`src/rtl/apple2_ram_arbiter.sv`:
```
// rtl/apple2_ram_arbiter.sv - core-priority RAM arbiter with DMA slot-in and optional power-up clear (APPLE2_RAM_CLEAR_EN)
module apple2_ram_arbiter #(
    parameter int RD_LAT       = 1,
    parameter int CLEAR_DEPTH  = 262144,
    parameter int STARVE_LIMIT = 200
) (
    input  logic        CLK_14M,
    input  logic        reset_n,
    input  logic        core_req,
    input  logic        core_we,
    input  logic [17:0] core_addr,
    input  logic [7:0]  core_di,
    input  logic        core_aux,
    output logic        ram_we,
    output logic [17:0] ram_addr,
    output logic [7:0]  ram_di,
    output logic        ram_aux,
    input  logic [15:0] ram_do,
    input  logic        dma_valid,
    output logic        dma_ready,
    input  logic        dma_we,
    input  logic [17:0] dma_addr,
    input  logic [7:0]  dma_wdata,
    input  logic        dma_aux,
    output logic        dma_rvalid,
    output logic [7:0]  dma_rdata,
    output logic        init_busy,
    output logic        dma_starved
);

    if (RD_LAT < 1 || RD_LAT > 3) begin : g_bad_rd_lat
        $error("RD_LAT must be 1..3");
    end
    if (CLEAR_DEPTH < 1 || CLEAR_DEPTH > 262144) begin : g_bad_clear_depth
        $error("CLEAR_DEPTH must be 1..262144");
    end
    if (STARVE_LIMIT < 1 || STARVE_LIMIT > 255) begin : g_bad_starve_limit
        $error("STARVE_LIMIT must be 1..255");
    end

`ifdef APPLE2_RAM_CLEAR_EN
    typedef enum logic [1:0] {CLEAR = 2'd0, IDLE = 2'd1, PEND = 2'd2} state_t;
    localparam state_t RST_STATE = CLEAR;
    localparam logic [17:0] CLR_LAST = 18'(CLEAR_DEPTH - 1);
    logic [17:0] clr_addr;
    logic        clr_aux;
`else
    typedef enum logic [1:0] {IDLE = 2'd1, PEND = 2'd2} state_t;
    localparam state_t RST_STATE = IDLE;
`endif

    localparam logic [1:0] RD_CNT_INIT = 2'(RD_LAT);
    localparam logic [7:0] STARVE_LAST = 8'(STARVE_LIMIT - 1);

    state_t     state;
    logic [1:0] rd_cnt;
    logic       rd_aux;
    logic [7:0] starve_cnt;
    logic       dma_hs;

    assign dma_ready = (state == IDLE) & ~core_req & reset_n;
    assign dma_hs    = dma_valid & dma_ready;

    always_comb begin
        ram_we   = reset_n & core_req & core_we;
        ram_addr = core_addr;
        ram_di   = core_di;
        ram_aux  = core_aux;
        if (dma_hs) begin
            ram_we   = dma_we;
            ram_addr = dma_addr;
            ram_di   = dma_wdata;
            ram_aux  = dma_aux;
        end
`ifdef APPLE2_RAM_CLEAR_EN
        if (state == CLEAR) begin
            ram_we   = reset_n;
            ram_addr = clr_addr;
            ram_di   = 8'h00;
            ram_aux  = clr_aux;
        end
`endif
    end

    always_ff @(posedge CLK_14M or negedge reset_n) begin
        if (!reset_n) begin
            state      <= RST_STATE;
            rd_cnt     <= '0;
            rd_aux     <= 1'b0;
            dma_rvalid <= 1'b0;
            dma_rdata  <= 8'h00;
`ifdef APPLE2_RAM_CLEAR_EN
            clr_addr   <= '0;
            clr_aux    <= 1'b0;
            init_busy  <= 1'b1;
`endif
        end else begin
            dma_rvalid <= 1'b0;
            case (state)
`ifdef APPLE2_RAM_CLEAR_EN
                CLEAR: begin
                    // Sweep the main bank, then the aux bank, one write per cycle
                    if (clr_addr == CLR_LAST) begin
                        clr_addr <= '0;
                        if (clr_aux) begin
                            state     <= IDLE;
                            init_busy <= 1'b0;
                        end else begin
                            clr_aux <= 1'b1;
                        end
                    end else begin
                        clr_addr <= clr_addr + 18'd1;
                    end
                end
`endif
                IDLE: begin
                    if (dma_hs && !dma_we) begin
                        state  <= PEND;
                        rd_cnt <= RD_CNT_INIT;
                        rd_aux <= dma_aux;
                    end
                end
                PEND: begin
                    // rd_cnt==1 marks the cycle ram_do is valid; rd_cnt==0 is the rvalid cycle
                    if (rd_cnt == 2'd0) begin
                        state <= IDLE;
                    end else begin
                        rd_cnt <= rd_cnt - 2'd1;
                        if (rd_cnt == 2'd1) begin
                            dma_rvalid <= 1'b1;
                            dma_rdata  <= rd_aux ? ram_do[15:8] : ram_do[7:0];
                        end
                    end
                end
                default: state <= IDLE;
            endcase
        end
    end

`ifndef APPLE2_RAM_CLEAR_EN
    assign init_busy = 1'b0;
`endif

    always_ff @(posedge CLK_14M or negedge reset_n) begin
        if (!reset_n) begin
            starve_cnt  <= '0;
            dma_starved <= 1'b0;
        end else if (!dma_valid || dma_hs) begin
            starve_cnt <= '0;
        end else if (state == IDLE) begin
            if (starve_cnt != 8'hFF) begin
                starve_cnt <= starve_cnt + 8'd1;
            end
            if (starve_cnt >= STARVE_LAST) begin
                dma_starved <= 1'b1;
            end
        end
    end

endmodule

```
`config.mk`:
```
export PLATFORM = sky130hd
export DESIGN_NAME = apple2_ram_arbiter
export DESIGN_NICKNAME = d
export VERILOG_FILES = /design/src/rtl/apple2_ram_arbiter.sv
export SDC_FILE = /design/constraint.sdc
export NUM_CORES = 1
export LEC_CHECK = 0
export ABC_AREA = 1
export CAP_MARGIN = 15
export CELL_PAD_IN_SITES_DETAIL_PLACEMENT = 0
export CELL_PAD_IN_SITES_GLOBAL_PLACEMENT = 1
export CORE_MARGIN = 5
export CORE_UTILIZATION = 25
export DETAILED_ROUTE_END_ITERATION = 10
export GPL_TIMING_DRIVEN = 1
export PLACE_DENSITY = 0.83
export SLEW_MARGIN = 20
export SYNTH_ARGS = -nofsm -noshare
export SYNTH_HDL_FRONTEND = slang
export SYNTH_SLANG_ARGS = --single-unit
```
`constraint.sdc`:
```
create_clock -name CLK_14M -period 4 [get_ports CLK_14M]
set_clock_uncertainty 0.05 [all_clocks]
set_input_delay 0.8 -clock CLK_14M [delete_from_list [all_inputs] [get_ports CLK_14M]]
set_output_delay 0.8 -clock CLK_14M [all_outputs]
set_load 0.02 [all_outputs]
```
* Word level (Yosys, flattened, before mapping)
Index checks and enable logic that the tools add are counted.
** Cells by class
- Equality and inequality tests :: 7
- Magnitude comparators :: 1
- Reduce and logical (&&, ||, !) cells :: 14
- Muxes and demuxes :: 17
- Add/subtract/negate cells :: 2
- Bitwise logic cells :: 8
** Operator list (number)
- 8-bit two-way mux :: 5
- 18-bit two-way mux :: 1
- 3-bit AND reduction :: 3
- 8-bit by 1-bit adder with 8-bit output (second input constant) :: 1
- 8-bit >= comparator (second input constant) :: 1
- 2-bit two-way mux :: 4
- 8-bit != test (second input constant) :: 1
- 2-bit case mux with 2 select lines :: 2
- 2-bit AND reduction :: 3
- 2-bit nonzero test :: 3
- 1-bit AND :: 5
- 1-bit two-way mux :: 5
- 2-bit by 1-bit equality test with 1-bit output (second input constant) :: 2
- 2-bit != test (second input constant) :: 2
- 1-bit inverter :: 3
- 2-bit equality test (second input constant) :: 1
- 1-bit zero test :: 2
- 2-bit zero test :: 1
- 2-bit by 1-bit != test with 1-bit output (second input constant) :: 1
- 2-bit by 1-bit subtractor with 2-bit output (second input constant) :: 1
- 1-bit logical AND :: 1
- 1-bit logical OR :: 1
** Storage, ports and cells
- Input bits :: 76
- Bits in registers :: 23
- Logic and storage cells :: 56
- Output and inout port bits :: 40

* Logic depth before layout (Yosys ltp)
Gate-level depths: netlist of run 1.
- Depth in word-level cells :: 7
- Mapped depth :: 8
- Depth with buffers taken out :: 8

* Worst setup path before layout of run 1
Ideal clock, no wire load.
- Path kind :: input to output
- Start point :: in core_req
- End point :: out ram_we
- Path buffers :: 1
- Data required time :: 3.150 ns
- Setup slack :: 1.443 ns
- Stages on the path :: 6
- Arrival time :: 1.707 ns
- Cell sequence :: inv_1 > nand2_1 > nor2_8 > nand2_4 > buf_2 > a21oi_1
** On the way
- Longest elaborated chain between the ends :: 5
- Elaborated cells on any way between the ends :: 7
- Classes of those cells :: mux (1); bitwise (6)
** RTL lines
- start: declaration :: RTL line 9 : input logic core_req,
- 1-bit inverter :: RTL line 61 : assign dma_ready = (state == IDLE) & ~core_req & reset_n;
- 1-bit AND (2 in a row) :: RTL line 61
- 1-bit AND :: RTL line 62 : assign dma_hs = dma_valid & dma_ready;
- 1-bit two-way mux (*) :: RTL line 69 : if (dma_hs) begin
- end: declaration :: RTL line 14 : output logic ram_we,
Mark *: on every way between the ends. The rest lies on a longest branch, timed or not.

* Worst setup path after layout of run 1
- Start point :: in reset_n
- End point :: out ram_addr[17]
** On the way
- Longest elaborated chain between the ends :: 3
** RTL lines
- start: declaration :: RTL line 8 : input logic reset_n,
- 1-bit AND :: RTL line 61
- 1-bit AND :: RTL line 62
- 18-bit two-way mux :: RTL line 69
- end: declaration :: RTL line 15 : output logic [17:0] ram_addr,
Every way passes these cells.

==> implementation parameters, run 1 <==
Parameter                              Value

Timing
  Final setup fails ... 0
  Shortest period the worst path allows ... 3606 ps
  RSZ-0062 raised after global routing ... false
  Fmax ... approximately 280 MHz
  Post-Route Setup TNS ... 0 ps
  Worst setup margin ... about 390 ps
  Share of the clock period used by the worst path after layout ... 0.9015
  Hold violation count in the final report ... 0
  Number of max-slew violations in the final report ... 0

GRT
  Overall Global Routing Usage ... 0.1281
  Number of global-route vias before repair ... 1793
  Pin count of the biggest net entering global routing ... 29
  Global-route wire length before repair ... 8956 um
  Total global routing overflow ... 0
  Number of antenna violations at the first check in global routing ... 0

Logic synthesis
  Number of warnings reported in the yosys synthesis log ... 0
  Synth cell types ... 27
  Share of synthesized registers carrying an async set or reset ... 1.000
  Cell area after technology mapping ... roughly 1700 um2
  Average footprint of a synthesized cell ... 6.713 um2
  Synthesis-stage register bit count ... 23
  Number of nets produced by synthesis ... 328
  Number of enable-type register cells in the synthesized netlist ... 0
  Top_reg_cell synth ... sky130_fd_sc_hd__dfrtp_1
  Post-synthesis instance total ... roughly 250
  Area contributors post-synth ... sky130_fd_sc_hd__dfrtp_1 (33%), sky130_fd_sc_hd__nand2_1 (19%), sky130_fd_sc_hd__nand3_1 (12%), sky130_fd_sc_hd__nor2_1 (6.5%), sky130_fd_sc_hd__inv_1 (4.3%)
  Most common cell in the netlist ... sky130_fd_sc_hd__nand2_1
  Share of Yosys cell area claimed by the top area cell type ... 0.3293
  Post-synthesis cell type with the largest combined area ... sky130_fd_sc_hd__dfrtp_1
  Commonest cells in the synthesized netlist ... sky130_fd_sc_hd__nand2_1 (84), sky130_fd_sc_hd__nand3_1 (39), sky130_fd_sc_hd__nor2_1 (29)
  Share of synthesized area occupied by flip-flops and latches ... 0.3451

Clock tree
  Cts repair resizes ... 0
  Post-CTS setup buffer count ... 0
  H-tree depth reported by CTS ... 1
  Number of clock sinks seen by CTS ... 23
  Post-CTS Hold Buffers ... 0
  Longest Clk Path Bufs ... 2
  Post-CTS clock slew at the launch and capture registers of the worst setup and hold paths ... 80 ps
  Number of buffers inserted during clock tree synthesis ... 3
  Later-pin clock latency in the skew report ... ~260 ps
  Master cell of the clock root buffer ... sky130_fd_sc_hd__clkbuf_8
  TritonCTS clock tree ... done

Drt
  Final wirelength ... approximately 5800 um
  Vias ... 1904
  Vias per Instance ... 4.357
  Number of nets with antenna violations after routing ... 0
  DR DRC count ... 0
  First-pass DRT Iterations ... 4
  Routed length per placed instance ... 13.23 um
  Starting DRC count in detailed routing ... between 90 and 100

Place
  Minimum setup slack after placement ... 371.5 ps
  Post-DP HPWL ... 4637 um
  Final Wtd Congestion ... 0.8740
  Count of buffers from port buffering ... approximately 110

Floorplan
  Floorplan die height ... 91.77 um
  Full die area ... 8422 um2
  Top-Level Pins ... 116
  Number of placement rows ... 29
  Initial standard-cell utilization of the core ... 0.2603
  Core Region ... between 6000 and 7000 um2
  Die width ... 91.77 um

Pwr
  Cell Pwr Density ... roughly 220 nW/um2
  Worst supply voltage drop on vdd ... 0.0002329 V
  Total leakage power ... 1.351 nW

Setup path
  Endpoint required time on the critical path ... around 3200 ps
  Type of the worst setup path ... in -> out
  Capturing element type of the critical path ... output port
  Startpoint type of the worst setup path ... input port
  Crit-path max FO ... 28
  Data arrival time of the worst path ... 2760 ps
  Cell-by-cell trace of the critical path ... clkdlybuf4s50_1 > nand2_1 > nor2_8 > buf_4 > nand3_1 > nand2_1 > clkdlybuf4s50_1
  Maximum cell stage delay along the critical path ... ~600 ps
  Cell depth of the worst flop-to-flop path ... 7
  Worst path slowest cell ... sky130_fd_sc_hd__clkdlybuf4s50_1

Cells and area
  Diode insertion count for antenna repair ... 0
  Fraction of layout cells with a size suffix above 1 ... 0.05278
  Final net count ... 440
  Final standard cell utilization of the core ... 0.4520
  Layout area overhead ... 73.65%

Run
  Max capacitance violation total ... 0

Status
  Status ... complete, no violations

Worst hold path
  Worst hold path stage count ... 1
  Worst hold path type ... reg -> reg
-- routing by layer --
layer | track usage | vias up | wire length, um
li1 | - | 1014 | -
met1 | 0.1550 | 840 | 2400
met2 | 0.2380 | 42 | 3066
met3 | 0.02455 | 8 | 226
met4 | 0.02104 | 0 | 89
met5 | 0 | - | 0
-- cell type report --
cell class	count	area, um2
fillers	652	3520
well taps	77	96.34
multi-input cells	194	933.4
clock buffers	3	41.29
inverters	21	78.83
clock inverters	1	5.005
flip-flops and latches	23	576.8
repair buffers	118	1171
-- cells in the final DEF, fill, tap and decap left out --
| cell | instances |
|---|---|
| sky130_fd_sc_hd__clkdlybuf4s50_1 | 114 |
| sky130_fd_sc_hd__nand2_1 | 84 |
| sky130_fd_sc_hd__nand3_1 | 39 |
| sky130_fd_sc_hd__nor2_1 | 29 |
| sky130_fd_sc_hd__dfrtp_1 | 22 |
| sky130_fd_sc_hd__inv_1 | 19 |
| sky130_fd_sc_hd__o21ai_0 | 12 |
| sky130_fd_sc_hd__o21a_1 | 8 |
| sky130_fd_sc_hd__buf_4 | 4 |
| sky130_fd_sc_hd__ha_1 | 3 |
| sky130_fd_sc_hd__clkbuf_8 | 3 |
| sky130_fd_sc_hd__nand2_2 | 2 |
| sky130_fd_sc_hd__a21oi_1 | 2 |
| sky130_fd_sc_hd__nor2_4 | 2 |
| sky130_fd_sc_hd__nor2_2 | 2 |
| sky130_fd_sc_hd__o21bai_1 | 2 |
| sky130_fd_sc_hd__nand4_1 | 2 |
| sky130_fd_sc_hd__nor2_8 | 1 |
| sky130_fd_sc_hd__nand2_4 | 1 |
| sky130_fd_sc_hd__clkinv_1 | 1 |
| sky130_fd_sc_hd__inv_2 | 1 |
| sky130_fd_sc_hd__nor4_1 | 1 |
| sky130_fd_sc_hd__a21oi_4 | 1 |
| sky130_fd_sc_hd__o21ai_1 | 1 |
| sky130_fd_sc_hd__xor2_1 | 1 |
| sky130_fd_sc_hd__conb_1 | 1 |
| sky130_fd_sc_hd__clkinv_2 | 1 |
| sky130_fd_sc_hd__dfstp_2 | 1 |
-- path summary, 6_finish.rpt --
check | start | end | slack, ps
max | reset_n | ram_addr[17] | 390
min | dma_starved$_DFFE_PN0P_ | dma_starved$_DFFE_PN0P_ | 440
max reg2reg | rd_cnt[0]$_DFFE_PN0P_ | dma_rdata[6]$_DFFE_PN0P_ | 2450
min reg2reg | dma_starved$_DFFE_PN0P_ | dma_starved$_DFFE_PN0P_ | 440
max in group asynchronous | reset_n | state[0]$_DFFE_PN1P_ | 2720
min in group asynchronous | reset_n | dma_rdata[7]$_DFFE_PN0P_ | 900
-- state kept, by name (all words and copies together), names as in the netlist --
name and count:
starve_cnt 8, dma_starved 1, state 2, dma_rvalid 1, dma_rdata 8, rd_cnt 2
rd_aux 1
-- worst max-delay path: cells and delay by family --
family | cells | cell delay, ps
buffers and inverters | 3 | 1390
AND/OR/NAND/NOR | 4 | 540
-- where the power goes --
group / internal, W / total (W) / switching, W
registers: 0.000244 / 0.000256 / 0.0000123
clock network: 0.0000695 / 0.000144 / 0.0000748
logic: 0.000136 / 0.000253 / 0.000116
total: 0.000450 / 0.000653 / 0.000203
-- per-stage QoR --
step / hold WS [ps] / area [um2] / instances / power, W
after floorplan: 417.8 / 1672 / 249 / 0.0003686
after global placement: 421.8 / 2856 / 433 / 0.0005148
after detailed placement: 417.6 / 2856 / 433 / 0.0005153
after CTS: 440.4 / 2903 / 437 / 0.0006596
after global routing: 459.3 / 2903 / 437 / 0.0006894
final: 435.7 / 2903 / 437 / 0.0006530
-- cell families after synthesis --
logic type                 after synthesis  synth area share
AOI/OAI and AO/OA                       26           0.09955
xor gates and xnor gates                 1          0.005240
adders and majority gates                3           0.02246
buffers and inverters                   32           0.09655
DFF                                     23            0.3451
other                                    1          0.002243
and+or+nand+nor                        163            0.4289
No activity file was read; power rests on OpenSTA's default activity.
==> inputs of run 2 (changes only) <==
--- a/config.mk
+++ b/config.mk
@@ -10,10 +10,11 @@
 export CELL_PAD_IN_SITES_DETAIL_PLACEMENT = 0
 export CELL_PAD_IN_SITES_GLOBAL_PLACEMENT = 1
 export CORE_MARGIN = 5
-export CORE_UTILIZATION = 25
+export CORE_UTILIZATION = 44
 export DETAILED_ROUTE_END_ITERATION = 10
+export DONT_BUFFER_PORTS = 1
 export GPL_TIMING_DRIVEN = 1
-export PLACE_DENSITY = 0.83
+export PLACE_DENSITY = 0.8
 export SLEW_MARGIN = 20
 export SYNTH_ARGS = -nofsm -noshare
 export SYNTH_HDL_FRONTEND = slang
==> implementation parameters, run 2 (synthesis gave the netlist of run 1 again) <==
Parameter                              Value

Clock tree
  Number of buffers inserted during clock tree synthesis ... 3
  H-tree depth reported by CTS ... 1
  TritonCTS clock tree ... done
  Longest Clk Path Bufs ... 2
  Post-CTS Hold Buffers ... 0
  Number of clock sinks seen by CTS ... 23
  Cts repair resizes ... 0
  Later-pin clock latency in the skew report ... approximately 270 ps
  Master cell of the clock root buffer ... sky130_fd_sc_hd__clkbuf_8
  Post-CTS setup buffer count ... 0
  Post-CTS clock slew at the launch and capture registers of the worst setup and hold paths ... 80 ps

Setup path
  Bufs and invs on worst path ... 0
  Cell-by-cell trace of the critical path ... nand2_2 > nor2_8 > nand2_4 > a21oi_1
  Cell depth of the worst flop-to-flop path ... 6
  Worst r2r src ... state[0]$_DFFE_PN1P_
  Maximum cell stage delay along the critical path ... 540 ps
  Capturing element type of the critical path ... output port
  Data arrival time of the worst path ... about 1900 ps
  Crit-path max FO ... 28
  Gate family responsible for the most delay along the worst path ... simple AND/OR/NAND/NOR gates
  Worst path slowest cell ... sky130_fd_sc_hd__dfstp_2
  Startpoint type of the worst setup path ... flop
  Type of the worst setup path ... reg -> out
  Worst reg2reg path endpoint ... dma_starved$_DFFE_PN0P_
  Register-to-register path setup slack ... 2290 ps
  Endpoint required time on the critical path ... 3150 ps

Place
  Final Wtd Congestion ... 0.7580
  Count of buffers from port buffering ... 0
  Post-DP HPWL ... 3107 um

Timing
  Final-layout worst hold slack ... around 170 ps
  Fmax ... 362.8 MHz
  Final setup fails ... 0
  Post-Route Setup TNS ... 0 ps
  Shortest period the worst path allows ... 2756 ps
  Hold violation count in the final report ... 0
  Share of the clock period used by the worst path after layout ... 0.6890
  RSZ-0062 raised after global routing ... false
  Number of max-slew violations in the final report ... 0

Run
  Max capacitance violation total ... 0

Cells and area
  Final net count ... 323
  Leading cell type in the layout, fill and taps excluded ... sky130_fd_sc_hd__nand2_1
  Fraction of layout cells with a size suffix above 1 ... 0.06584
  Layout area overhead ... 2.021%
  Registers with the highest flip-flop counts ... dma_rdata (8), starve_cnt (8)
  Commonest cells after routing, fill and taps aside ... sky130_fd_sc_hd__nand2_1 (84), sky130_fd_sc_hd__nand3_1 (39), sky130_fd_sc_hd__nor2_1 (29), sky130_fd_sc_hd__dfrtp_1 (22), sky130_fd_sc_hd__inv_1 (19)
  Diode insertion count for antenna repair ... 0

Floorplan
  Number of placement rows ... 22
  Die width ... 71.64 um
  Floorplan die height ... ~70 um
  Initial standard-cell utilization of the core ... 0.4566
  Full die area ... 5132 um2
  Core Region ... 3661 um2
  Top-Level Pins ... 116

GRT
  Total global routing overflow ... 0
  Overall Global Routing Usage ... 0.1492
  Number of global-route vias before repair ... 1447
  Global-route wire length before repair ... 6382 um
  Number of antenna violations at the first check in global routing ... 0
  Pin count of the biggest net entering global routing ... 32

Drt
  DR DRC count ... 0
  Vias ... 1522
  Number of nets with antenna violations after routing ... 0
  Routed length per placed instance ... 13.76 um
  Final wirelength ... 4003 um
  Starting DRC count in detailed routing ... 98
  Vias per Instance ... 5.230
  First-pass DRT Iterations ... 4

Pwr
  Cell Pwr Density ... 303.3 nW/um2
  Worst supply voltage drop on vdd ... 0.0002030 V
  Total leakage power ... 0.8930 nW

Worst hold path
  Worst hold path type ... in -> async

Status
  Status ... complete, no violations
[run 2: cell types whose count changed in the layout (fill, tap and decap cells not counted)]
cell | previous run | this run
sky130_fd_sc_hd__clkinv_2 | 1 | 0
sky130_fd_sc_hd__clkinvlp_4 | 0 | 1
sky130_fd_sc_hd__clkdlybuf4s50_1 | 114 | 0
sky130_fd_sc_hd__buf_4 | 4 | 1
[run 2: area by class of cell]
| type | count | area, um2 |
|---|---|---|
| fill | 385 | 1956 |
| tap | 48 | 60.06 |
| clock inverter | 1 | 7.507 |
| multi-input combinational | 194 | 933.4 |
| timing repair buffer | 1 | 7.507 |
| clock buffer | 3 | 41.29 |
| sequential | 23 | 576.8 |
| inverter | 21 | 78.83 |
[run 2: stage by stage]
step | instance area [um2] | power (W) | setup WS (ps) | utilization | instances
global route | 1705 | 0.0005504 | 1103 | 0.4658 | 291
detailed placement | 1657 | 0.0003767 | 1238 | 0.4525 | 287
CTS | 1705 | 0.0005274 | 1209 | 0.4658 | 291
global placement | 1657 | 0.0003760 | 1258 | 0.4525 | 287
floorplan | 1672 | 0.0003686 | 1443 | - | 249
finish | 1705 | 0.0005172 | 1244 | 0.4658 | 291
[run 2: layer usage]
metal / vias up / track usage / routed length, um
met3: 7 / 0.02244 / 241
met2: 55 / 0.2520 / 2049
met5: - / 0 / 0
met4: 0 / 0.05846 / 63
li1: 781 / - / -
met1: 679 / 0.1905 / 1648
[run 2: how the worst max path moves through the flow]
stage,slack [ps],end,from,depth (start not counted)
CTS,1210,ram_we,state[0]$_DFFE_PN1P_,4
floorplan,1440,ram_we,core_req,6
global route,1100,ram_we,state[0]$_DFFE_PN1P_,4
finish,1240,ram_we,state[0]$_DFFE_PN1P_,4
global placement,1260,ram_we,core_req,5
detailed placement,1240,ram_we,core_req,5
[run 2: power breakdown]
| group | internal (W) | switching, W | leakage, nW | total [W] |
|---|---|---|---|---|
| clock network | 0.0000705 | 0.0000759 | 0.0217 | 0.000146 |
| logic | 0.0000282 | 0.0000800 | 0.560 | 0.000108 |
| registers | 0.000244 | 0.0000187 | 0.311 | 0.000263 |
